<file path="src/rtl/engine_dispatcher_if.sv">
// engine_dispatcher_if: bundle between the frame controller, the engine pool
// and the dispatcher.
//   start          - begin a frame (frame controller -> dispatcher)
//   engine_avail   - per engine, level: engine can accept a pixel
//   engine_fin     - per engine, 1-cycle pulse: engine finished its pixel
//   dispatch_valid - one-hot, 1-cycle pulse: engine being loaded
//   dispatch_x/y   - coordinates of the pixel being loaded
//   busy_mask      - per-engine busy flags
//   frame_busy     - frame in progress (issuing or draining)
//   frame_done     - 1-cycle pulse when the last pixel's engine finishes
// Modport master is the dispatcher side; slave is the environment side.
interface engine_dispatcher_if #(
  parameter int NUM_ENGINES      = 12,
  parameter int PIXEL_DATA_WIDTH = 10
);
  logic                        start;
  logic [NUM_ENGINES-1:0]      engine_avail;
  logic [NUM_ENGINES-1:0]      engine_fin;
  logic [NUM_ENGINES-1:0]      dispatch_valid;
  logic [PIXEL_DATA_WIDTH-1:0] dispatch_x;
  logic [PIXEL_DATA_WIDTH-1:0] dispatch_y;
  logic [NUM_ENGINES-1:0]      busy_mask;
  logic                        frame_busy;
  logic                        frame_done;

  modport master (
    input  start, engine_avail, engine_fin,
    output dispatch_valid, dispatch_x, dispatch_y, busy_mask,
           frame_busy, frame_done
  );

  modport slave (
    output start, engine_avail, engine_fin,
    input  dispatch_valid, dispatch_x, dispatch_y, busy_mask,
           frame_busy, frame_done
  );
endinterface

</file>
<file path="src/rtl/engine_dispatcher.sv">
// engine_dispatcher: hands raster-order pixel coordinates to a pool of
// mandelbrot engines, one pixel per cycle, each to the next free engine in
// round-robin order. Tracks engine busy state and reports when a frame has
// been fully issued and drained.
// Ports:
//   clk   - clock
//   reset - synchronous, active-high; aborts any frame in progress
//   bus   - engine_dispatcher_if.master (start, engine_avail, engine_fin in;
//           dispatch_valid, dispatch_x, dispatch_y, busy_mask, frame_busy,
//           frame_done out, all registered)
module engine_dispatcher #(
  parameter int NUM_ENGINES      = 12,
  parameter int PIXEL_DATA_WIDTH = 10,
  parameter int SCREEN_WIDTH     = 640,
  parameter int SCREEN_HEIGHT    = 480
) (
  input  logic                clk,
  input  logic                reset,
  engine_dispatcher_if.master bus
);
  localparam int IW = $clog2(NUM_ENGINES);
  localparam logic [PIXEL_DATA_WIDTH-1:0] X_LAST = PIXEL_DATA_WIDTH'(SCREEN_WIDTH - 1);
  localparam logic [PIXEL_DATA_WIDTH-1:0] Y_LAST = PIXEL_DATA_WIDTH'(SCREEN_HEIGHT - 1);
  localparam logic [IW-1:0] LAST_IDX = IW'(NUM_ENGINES - 1);
  localparam logic [IW:0]   N_EXT    = (IW+1)'(NUM_ENGINES);

  typedef enum logic [1:0] {IDLE, RUN, DRAIN} state_t;

  state_t                      state;
  logic [PIXEL_DATA_WIDTH-1:0] x;
  logic [PIXEL_DATA_WIDTH-1:0] y;
  logic [IW-1:0]               last_grant;

  logic [NUM_ENGINES-1:0] elig;
  logic [NUM_ENGINES-1:0] grant_vec;
  logic [NUM_ENGINES-1:0] busy_next;
  logic [IW-1:0]          grant_idx;
  logic                   grant_found;
  logic                   grant_ok;
  logic [IW:0]            cand;

  // Round-robin pick: scan last_grant+1 .. last_grant+NUM_ENGINES modulo
  // NUM_ENGINES. Eligibility uses the registered busy mask, so an engine
  // whose fin arrives this cycle is only eligible from the next cycle on.
  always_comb begin
    elig        = bus.engine_avail & ~bus.busy_mask;
    grant_found = 1'b0;
    grant_idx   = '0;
    cand        = '0;
    for (int k = 1; k <= NUM_ENGINES; k++) begin
      cand = {1'b0, last_grant} + (IW+1)'(k);
      if (cand >= N_EXT) cand = cand - N_EXT;
      if (!grant_found && elig[cand[IW-1:0]]) begin
        grant_found = 1'b1;
        grant_idx   = cand[IW-1:0];
      end
    end
    grant_ok  = (state == RUN) && grant_found;
    grant_vec = '0;
    if (grant_ok) grant_vec[grant_idx] = 1'b1;
    // A granted engine is never busy beforehand, so clearing fins first and
    // then setting the grant cannot lose either update.
    busy_next = (bus.busy_mask & ~bus.engine_fin) | grant_vec;
  end

  always_ff @(posedge clk) begin
    if (reset) begin
      state              <= IDLE;
      x                  <= '0;
      y                  <= '0;
      last_grant         <= LAST_IDX;
      bus.busy_mask      <= '0;
      bus.dispatch_valid <= '0;
      bus.dispatch_x     <= '0;
      bus.dispatch_y     <= '0;
      bus.frame_busy     <= 1'b0;
      bus.frame_done     <= 1'b0;
    end else begin
      bus.dispatch_valid <= '0;
      bus.frame_done     <= 1'b0;
      bus.busy_mask      <= busy_next;
      case (state)
        IDLE: begin
          bus.frame_busy <= 1'b0;
          if (bus.start) begin
            state          <= RUN;
            x              <= '0;
            y              <= '0;
            bus.frame_busy <= 1'b1;
          end
        end
        RUN: begin
          if (grant_ok) begin
            bus.dispatch_valid <= grant_vec;
            bus.dispatch_x     <= x;
            bus.dispatch_y     <= y;
            last_grant         <= grant_idx;
            if (x == X_LAST) begin
              x <= '0;
              // Last pixel of the frame: stop issuing, keep the position.
              if (y == Y_LAST) begin
                x     <= x;
                state <= DRAIN;
              end else begin
                y <= y + 1'b1;
              end
            end else begin
              x <= x + 1'b1;
            end
          end
        end
        DRAIN: begin
          if (busy_next == '0) begin
            state          <= IDLE;
            bus.frame_busy <= 1'b0;
            bus.frame_done <= 1'b1;
          end
        end
        default: state <= IDLE;
      endcase
    end
  end
endmodule

</file>
<file path="src/flat_wrapper.sv">
// flat-port wrapper written by rule: the top's interface ports become plain ports
module engine_dispatcher_flat 
#(
  parameter int NUM_ENGINES      = 12,
  parameter int PIXEL_DATA_WIDTH = 10,
  parameter int SCREEN_WIDTH     = 640,
  parameter int SCREEN_HEIGHT    = 480
)
  (clk, reset, bus_start, bus_engine_avail, bus_engine_fin, bus_dispatch_valid, bus_dispatch_x, bus_dispatch_y, bus_busy_mask, bus_frame_busy, bus_frame_done);
  engine_dispatcher_if #(.NUM_ENGINES(NUM_ENGINES), .PIXEL_DATA_WIDTH(PIXEL_DATA_WIDTH)) bus_i ();
  input  logic clk;
  input  logic reset;
  input wire logic [$bits(bus_i.start)-1:0] bus_start;
  input wire logic [$bits(bus_i.engine_avail)-1:0] bus_engine_avail;
  input wire logic [$bits(bus_i.engine_fin)-1:0] bus_engine_fin;
  output wire logic [$bits(bus_i.dispatch_valid)-1:0] bus_dispatch_valid;
  output wire logic [$bits(bus_i.dispatch_x)-1:0] bus_dispatch_x;
  output wire logic [$bits(bus_i.dispatch_y)-1:0] bus_dispatch_y;
  output wire logic [$bits(bus_i.busy_mask)-1:0] bus_busy_mask;
  output wire logic [$bits(bus_i.frame_busy)-1:0] bus_frame_busy;
  output wire logic [$bits(bus_i.frame_done)-1:0] bus_frame_done;
  assign bus_i.start = bus_start;
  assign bus_i.engine_avail = bus_engine_avail;
  assign bus_i.engine_fin = bus_engine_fin;
  assign bus_dispatch_valid = bus_i.dispatch_valid;
  assign bus_dispatch_x = bus_i.dispatch_x;
  assign bus_dispatch_y = bus_i.dispatch_y;
  assign bus_busy_mask = bus_i.busy_mask;
  assign bus_frame_busy = bus_i.frame_busy;
  assign bus_frame_done = bus_i.frame_done;
  engine_dispatcher #(.NUM_ENGINES(NUM_ENGINES), .PIXEL_DATA_WIDTH(PIXEL_DATA_WIDTH), .SCREEN_WIDTH(SCREEN_WIDTH), .SCREEN_HEIGHT(SCREEN_HEIGHT)) u_core (.clk(clk), .reset(reset), .bus(bus_i));
endmodule
</file>
<file path="config.mk">
export PLATFORM = sky130hd
export DESIGN_NAME = engine_dispatcher_flat
export DESIGN_NICKNAME = d
export VERILOG_FILES = /design/src/rtl/engine_dispatcher_if.sv /design/src/rtl/engine_dispatcher.sv /design/src/flat_wrapper.sv
export SDC_FILE = /design/constraint.sdc
export NUM_CORES = 1
export LEC_CHECK = 0
export CAP_MARGIN = 20
export CORE_ASPECT_RATIO = 1.5
export CORE_MARGIN = 3
export CORE_UTILIZATION = 58
export CTS_BUF_LIST = sky130_fd_sc_hd__clkbuf_8 sky130_fd_sc_hd__clkbuf_16
export DETAILED_ROUTE_END_ITERATION = 8
export GPL_TIMING_DRIVEN = 0
export HOLD_SLACK_MARGIN = 0.03
export PLACE_DENSITY = 0.95
export SYNTH_ARGS = -nofsm -noshare
export SYNTH_HDL_FRONTEND = slang
export SYNTH_SLANG_ARGS = --single-unit
</file>
<file path="constraint.sdc">
create_clock -name clk -period 14.02 [get_ports clk]
set_clock_uncertainty 0.15 [all_clocks]
set_input_delay 2.804 -clock clk [delete_from_list [all_inputs] [get_ports clk]]
set_output_delay 2.804 -clock clk [all_outputs]
set_load 0.02 [all_outputs]
</file>
# After elaboration in Yosys (flattened, before gate mapping)
# Cells that the tools add are included.
dict set report word_totals {
  ff_bits 72
  input_bits 27
  out_inout_bits 46
  elab_cells 198
}
dict set report classes {
  add_sub_neg 26
  n_lt_le_gt_ge 26
  eq_ne 11
  muxes 82
  bitwise_logic 8
  n_reduce_logical 35
}
# operator count
set op_table {}
lappend op_table {{4-bit two-way mux} 24}
lappend op_table {{10-bit two-way mux} 7}
lappend op_table {{4-bit by 5-bit less-than comparator with 1-bit output (second input constant)} 13}
lappend op_table {{5-bit by 4-bit greater-or-equal comparator with 1-bit output (second input constant)} 12}
lappend op_table {{1-bit binary-select mux with 4-bit select} 12}
lappend op_table {{4-bit subtractor (second input constant)} 12}
lappend op_table {{10-bit one-hot mux with 2 select lines} 2}
lappend op_table {{1-bit two-way mux} 28}
lappend op_table {{4-bit by 4-bit adder with 5-bit output (second input constant)} 5}
lappend op_table {{12-bit bitwise AND} 2}
lappend op_table {{12-bit inverter} 2}
lappend op_table {{10-bit by 1-bit adder with 10-bit output (second input constant)} 2}
lappend op_table {{4-bit by 3-bit adder with 5-bit output (second input constant)} 4}
lappend op_table {{1-bit logical AND} 13}
lappend op_table {{12-bit zero test} 1}
lappend op_table {{12-bit two-way mux} 1}
lappend op_table {{12-bit bitwise OR} 1}
lappend op_table {{1-bit zero test} 11}
lappend op_table {{4-bit by 2-bit adder with 5-bit output (second input constant)} 2}
lappend op_table {{10-bit equality test (second input constant)} 1}
lappend op_table {{10-bit by 9-bit equality test with 1-bit output (second input constant)} 1}
lappend op_table {{2-bit two-way mux} 5}
lappend op_table {{5-bit AND reduction} 2}
lappend op_table {{2-bit != test (second input constant)} 4}
lappend op_table {{other kinds (16)} 21}

# Depth between registers and ports, before layout
dict set report depth {
  depth_word 48
  depth_mapped 20
  depth_no_buf 18
}

# Worst setup path after synthesis
# OpenSTA, ideal clock, no wires.
dict set report synth_timing {
  path_type {input to register}
  startpoint {input port bus_engine_avail[10]}
  endpoint {register u_core.state[1]}
  setup_time_ps 131
  arrival_ps 5722
  required_ps 13739
  setup_slack_ps 8018
  cell_stages 12
  n_path_buf 0
  cell_sequence {or4bb_1 > and4_1 > a21oi_1 > or3_1 > or4b_4 > or4b_4 > nor3_2 > o211a_1 > o2bb2ai_2 > a21o_1 > a211oi_1 > o22ai_1}
}
dict set report synth_between {
  elab_chain_cells 46
  elab_cells_between_ends 83
  classes_between {2 x order compare; 2 x eq/ne; 51 x mux; 2 x bitwise; 26 x reduce/logical}
}
# item line
set synth_rtl {}
lappend synth_rtl {{from (decl)} flat_wrapper.sv:14} ;# input wire logic [$bits(bus_i.engine_avail)-1:0] bus_engine_avail;
lappend synth_rtl {{12-bit bitwise AND *} engine_dispatcher.sv:46} ;# elig = bus.engine_avail & ~bus.busy_mask;
lappend synth_rtl {{1-bit binary-select mux with 4-bit select} engine_dispatcher.sv:53} ;# if (!grant_found && elig[cand[IW-1:0]]) begin
lappend synth_rtl {{1-bit two-way mux (implied by the code)} engine_dispatcher.sv:53}
lappend synth_rtl {{1-bit two-way mux} engine_dispatcher.sv:53}
lappend synth_rtl {{1-bit zero test} engine_dispatcher.sv:53}
lappend synth_rtl {{1-bit logical AND} engine_dispatcher.sv:53}
lappend synth_rtl {{1-bit two-way mux} engine_dispatcher.sv:53}
lappend synth_rtl {{1-bit zero test} engine_dispatcher.sv:53}
lappend synth_rtl {{[30 not listed]} --}
lappend synth_rtl {{1-bit logical AND (implied by the code)} engine_dispatcher.sv:60} ;# if (grant_ok) grant_vec[grant_idx] = 1'b1;
lappend synth_rtl {{1-bit two-way mux (implied by the code)} engine_dispatcher.sv:60}
lappend synth_rtl {{1-bit demux with 4-bit select} --}
lappend synth_rtl {{12-bit two-way mux} engine_dispatcher.sv:60}
lappend synth_rtl {{12-bit bitwise OR} engine_dispatcher.sv:63} ;# busy_next = (bus.busy_mask & ~bus.engine_fin) | grant_vec;
lappend synth_rtl {{12-bit zero test} engine_dispatcher.sv:113} ;# if (busy_next == '0) begin
lappend synth_rtl {{2-bit by 1-bit != test with 1-bit output (no line)} --}
lappend synth_rtl {{5-bit AND reduction (no line) *} --}
lappend synth_rtl {{to (signal assigned)} engine_dispatcher.sv:68} ;# state <= IDLE;
lappend synth_rtl {{to (signal assigned)} engine_dispatcher.sv:114} ;# state <= IDLE;
lappend synth_rtl {{to (signal assigned)} engine_dispatcher.sv:119} ;# default: state <= IDLE;
lappend synth_rtl {{to (decl)} engine_dispatcher.sv:29} ;# state_t state;
# Every way passes the cells marked *; elsewhere a longest branch is shown, timed or not. The select of a mux whose other input is x is not followed.
# A chain may end at the register's enable or synchronous reset.

# Worst setup path after layout
dict set report layout_timing {
  startpoint {input port bus_engine_avail[8]}
  endpoint {register u_core.bus.dispatch_y[4]}
}
dict set report layout_between {
  elab_chain_cells 39
  elab_cells_between_ends 61
  classes_between {36 x mux; 1 x bitwise; 24 x reduce/logical}
}
# item line
set layout_rtl {}
lappend layout_rtl {{12-bit bitwise AND *} engine_dispatcher.sv:46}
lappend layout_rtl {{1-bit binary-select mux with 4-bit select} engine_dispatcher.sv:53}
lappend layout_rtl {{1-bit two-way mux (implied by the code)} engine_dispatcher.sv:53}
lappend layout_rtl {{1-bit two-way mux} engine_dispatcher.sv:53}
lappend layout_rtl {{1-bit zero test} engine_dispatcher.sv:53}
lappend layout_rtl {{1-bit logical AND} engine_dispatcher.sv:53}
lappend layout_rtl {{1-bit two-way mux} engine_dispatcher.sv:53}
lappend layout_rtl {{1-bit zero test} engine_dispatcher.sv:53}
lappend layout_rtl {{[23 not listed]} --}
lappend layout_rtl {{1-bit zero test} engine_dispatcher.sv:53}
lappend layout_rtl {{1-bit logical AND} engine_dispatcher.sv:53}
lappend layout_rtl {{1-bit two-way mux} engine_dispatcher.sv:53}
lappend layout_rtl {{1-bit zero test} engine_dispatcher.sv:53}
lappend layout_rtl {{1-bit logical AND} engine_dispatcher.sv:53}
lappend layout_rtl {{1-bit two-way mux *} engine_dispatcher.sv:53}
lappend layout_rtl {{1-bit logical AND *} engine_dispatcher.sv:58} ;# grant_ok = (state == RUN) && grant_found;
lappend layout_rtl {{2-bit AND reduction (no line) *} --}
lappend layout_rtl {{to (signal assigned)} engine_dispatcher.sv:96} ;# bus.dispatch_y <= y;
lappend layout_rtl {{to (decl)} engine_dispatcher_if.sv:28} ;# output dispatch_valid, dispatch_x, dispatch_y, busy_mask,
# Marked as above.

==> reports/summary.txt <==
die area - 10700 um^2
Max Clock Freq - 143 MHz
routing usage on met1 - 34.8%
CP Launch Type - primary input
M2 GR Usage - 61.0%
vias in the first global route - 6192
R2R depth - 17
synth warn - 0
post-synthesis cell type count - 88
H-tree lvl count - 3
WL/cell - 20.7 um
FFs w/ async S/R, synth - 0%
Total Nets Final - 825
first-pass GRT wire length - 29800 um
Final Hold Vio Count - 0
sequential-to-total area share from yosys stat - 26.3%
core box area - 9040 um^2
post-CTS sizing - 0
Area after DPL - 6340 um^2
CTS Root Buffer Type - clkbuf_16
Synth area leader - dfxtp_1
r2r startpoint - u_core.last_grant[1]
Post-synth EDFFs - 0
Hold Crit Start - u_core.bus.dispatch_y[1]
synthesized cell area - 5490 um^2
Via density - 6.67
Max Slew Vio Count - 0
area share of the leading cell type in the synthesized netlist - 26.3%
most common cell in the netlist - nand2_1
layout cells sized above 1 - 8.73%
DRC viols - 0
Fin Setup TNS - 0 ps
via count - 5930
critical path type - primary input to flip-flop
GRT met3 Usage - 6.19%
die span in y - 125 um
Clock Latency Late Sink - 340 ps
Mapped Cells - 691
number of buffers created by CTS - 9
initial antenna violation count - 0
top_reg_cell synth - dfxtp_1
# setup viols final - 0
top cells by count, synth - nand2_1 (90), dfxtp_1 (72), a21oi_1 (63)
Port Buffers - 72
Die Width - 85.4 um
starting density of the core - 60.7%
CTS tree - built
Most Crowded Layer GR - met2
clock sink count - 72
unrepaired setup endpoints after global routing - false
reg2reg end - u_core.bus.dispatch_y[4]
R2R Setup Slk - 7540 ps
DRT iter0 DRCs - 571
Avg Inst Size Synth - 7.94 um^2
Critical Path RT - 14130 ps
Inserted Diodes - 0
min cycle time layout - 6980 ps
Syn-to-layout area delta - 20.9%
post-detail-place hpwl - 13900 um
CTS Buffer Depth - 2
Post-CTS Setup Bufs - 0
GRT overflow - 0
max cap viols - 0
crit end category - flip-flop
fin util - 73.4%
drt first pass iters - 9
syn_nets - 742
Worst Hold End - u_core.bus.dispatch_y[1]
crit path DAT - 7090 ps
hold crit path type - flip-flop to flip-flop
Worst-Margin Slew - 782 ps
status - finished, final reports clean
Worst Path Max Fanout - 10
I/O pin cnt - 73
gpl congestion - 1.01
Final Hold Slack - 306 ps
Overall Global Routing Usage - 34.7%
largest net degree at the start of global routing - 14
hold-critical path depth - 2
Clk pin slew, worst setup/hold paths - 50 ps
Total Routed Length - 18400 um
Core Rows - 42
post-route ant nets - 0
largest cells by area after synthesis - dfxtp_1 (26%), nand2_1 (6.2%), a21oi_1 (5.7%)
Final Cycle Share - 49.8%
Post-Layout Inst Area - 6630 um^2
Seq cells post-synth - 72
worst relative slew slack - 46.5%
number of hold-repair buffers added at the cts stage - 0
## metal layers
layer | vias to the layer above | share of wire (%)
met3 | 135 | 6.4
met5 | - | 0
met2 | 370 | 51
met4 | 0 | 8.7
li1 | 2686 | -
met1 | 2739 | 34
## registers in the layout, summed over array words and instances (netlist names)
signal	flops
u_core.bus.busy_mask	12
u_core.bus.dispatch_valid	12
u_core.bus.dispatch_x	10
u_core.bus.dispatch_y	10
u_core.bus.frame_busy	1
u_core.bus.frame_done	1
u_core.last_grant	4
u_core.state	2
u_core.x	10
u_core.y	10
## stage by stage
stage	worst slack (ps)	cells
floorplan	8020	691
global placement	6910	873
detailed placement	6800	873
CTS	7120	889
global route	6760	889
finish	7040	889
## cell families after synthesis
logic type,share of synthesized area (%)
adders and majority gates,5.47
buffers and inverters,4.24
muxes,6.59
and+or+nand+nor,31.0
DFF,26.3
xor gates and xnor gates,4.74
AOI/OAI and AO/OA,21.7
## layout by cell type, fill, tap and decap left out, drive strengths merged, types with 8 or more instances in the layout
cell type / count
clkbuf: 30
mux4: 11
nand3: 23
a21o: 17
buf: 13
nor2b: 10
a21oi: 65
mux2i: 8
nand4: 9
inv: 17
nor2: 58
ha: 24
nand2: 90
dfxtp: 72
o21ai: 20
nor3: 17
nand2b: 41
xnor2: 14
xor2: 14
or3: 20
clkdlybuf4s50: 72
## final cells by class
class | count | area [um^2]
Clock inverter | 7 | 62.6
Tap cell | 110 | 138
Fill cell | 645 | 2410
Multi-Input combinational cell | 567 | 3810
Inverter | 18 | 67.6
Clock buffer | 9 | 225
Buffer | 34 | 165
Timing Repair Buffer | 72 | 721
Sequential cell | 72 | 1440
## worst max-delay path, cell delays in order
cell	delay (ps)
clkdlybuf4s50_1	470
or4b_1	220
and4_1	290
a21oi_1	130
or3_1	430
or4b_4	560
nor3_2	340
nand3_1	380
o21ai_1	600
clkbuf_1	530
nand2_1	150
a21oi_1	180
## worst max-delay path by stage
stage / start / end / slack (ps) / depth (start not counted)
2_1_floorplan: bus_engine_avail[10] / u_core.state[1] / 8020 / 12
3_5_place_dp: bus_engine_avail[10] / u_core.bus.dispatch_y[4] / 6800 / 12
5_1_grt: bus_engine_avail[8] / u_core.bus.dispatch_y[4] / 6760 / 12
4_1_cts: bus_engine_avail[10] / u_core.bus.dispatch_y[4] / 7120 / 12
3_3_place_gp: bus_engine_avail[1] / u_core.bus.dispatch_x[0] / 6910 / 12
6_report: bus_engine_avail[8] / u_core.bus.dispatch_y[4] / 7040 / 12
Power is left out: the tool's default activity adds up to more than one toggle a clock period on the data nets, which glitch-free logic cannot reach.
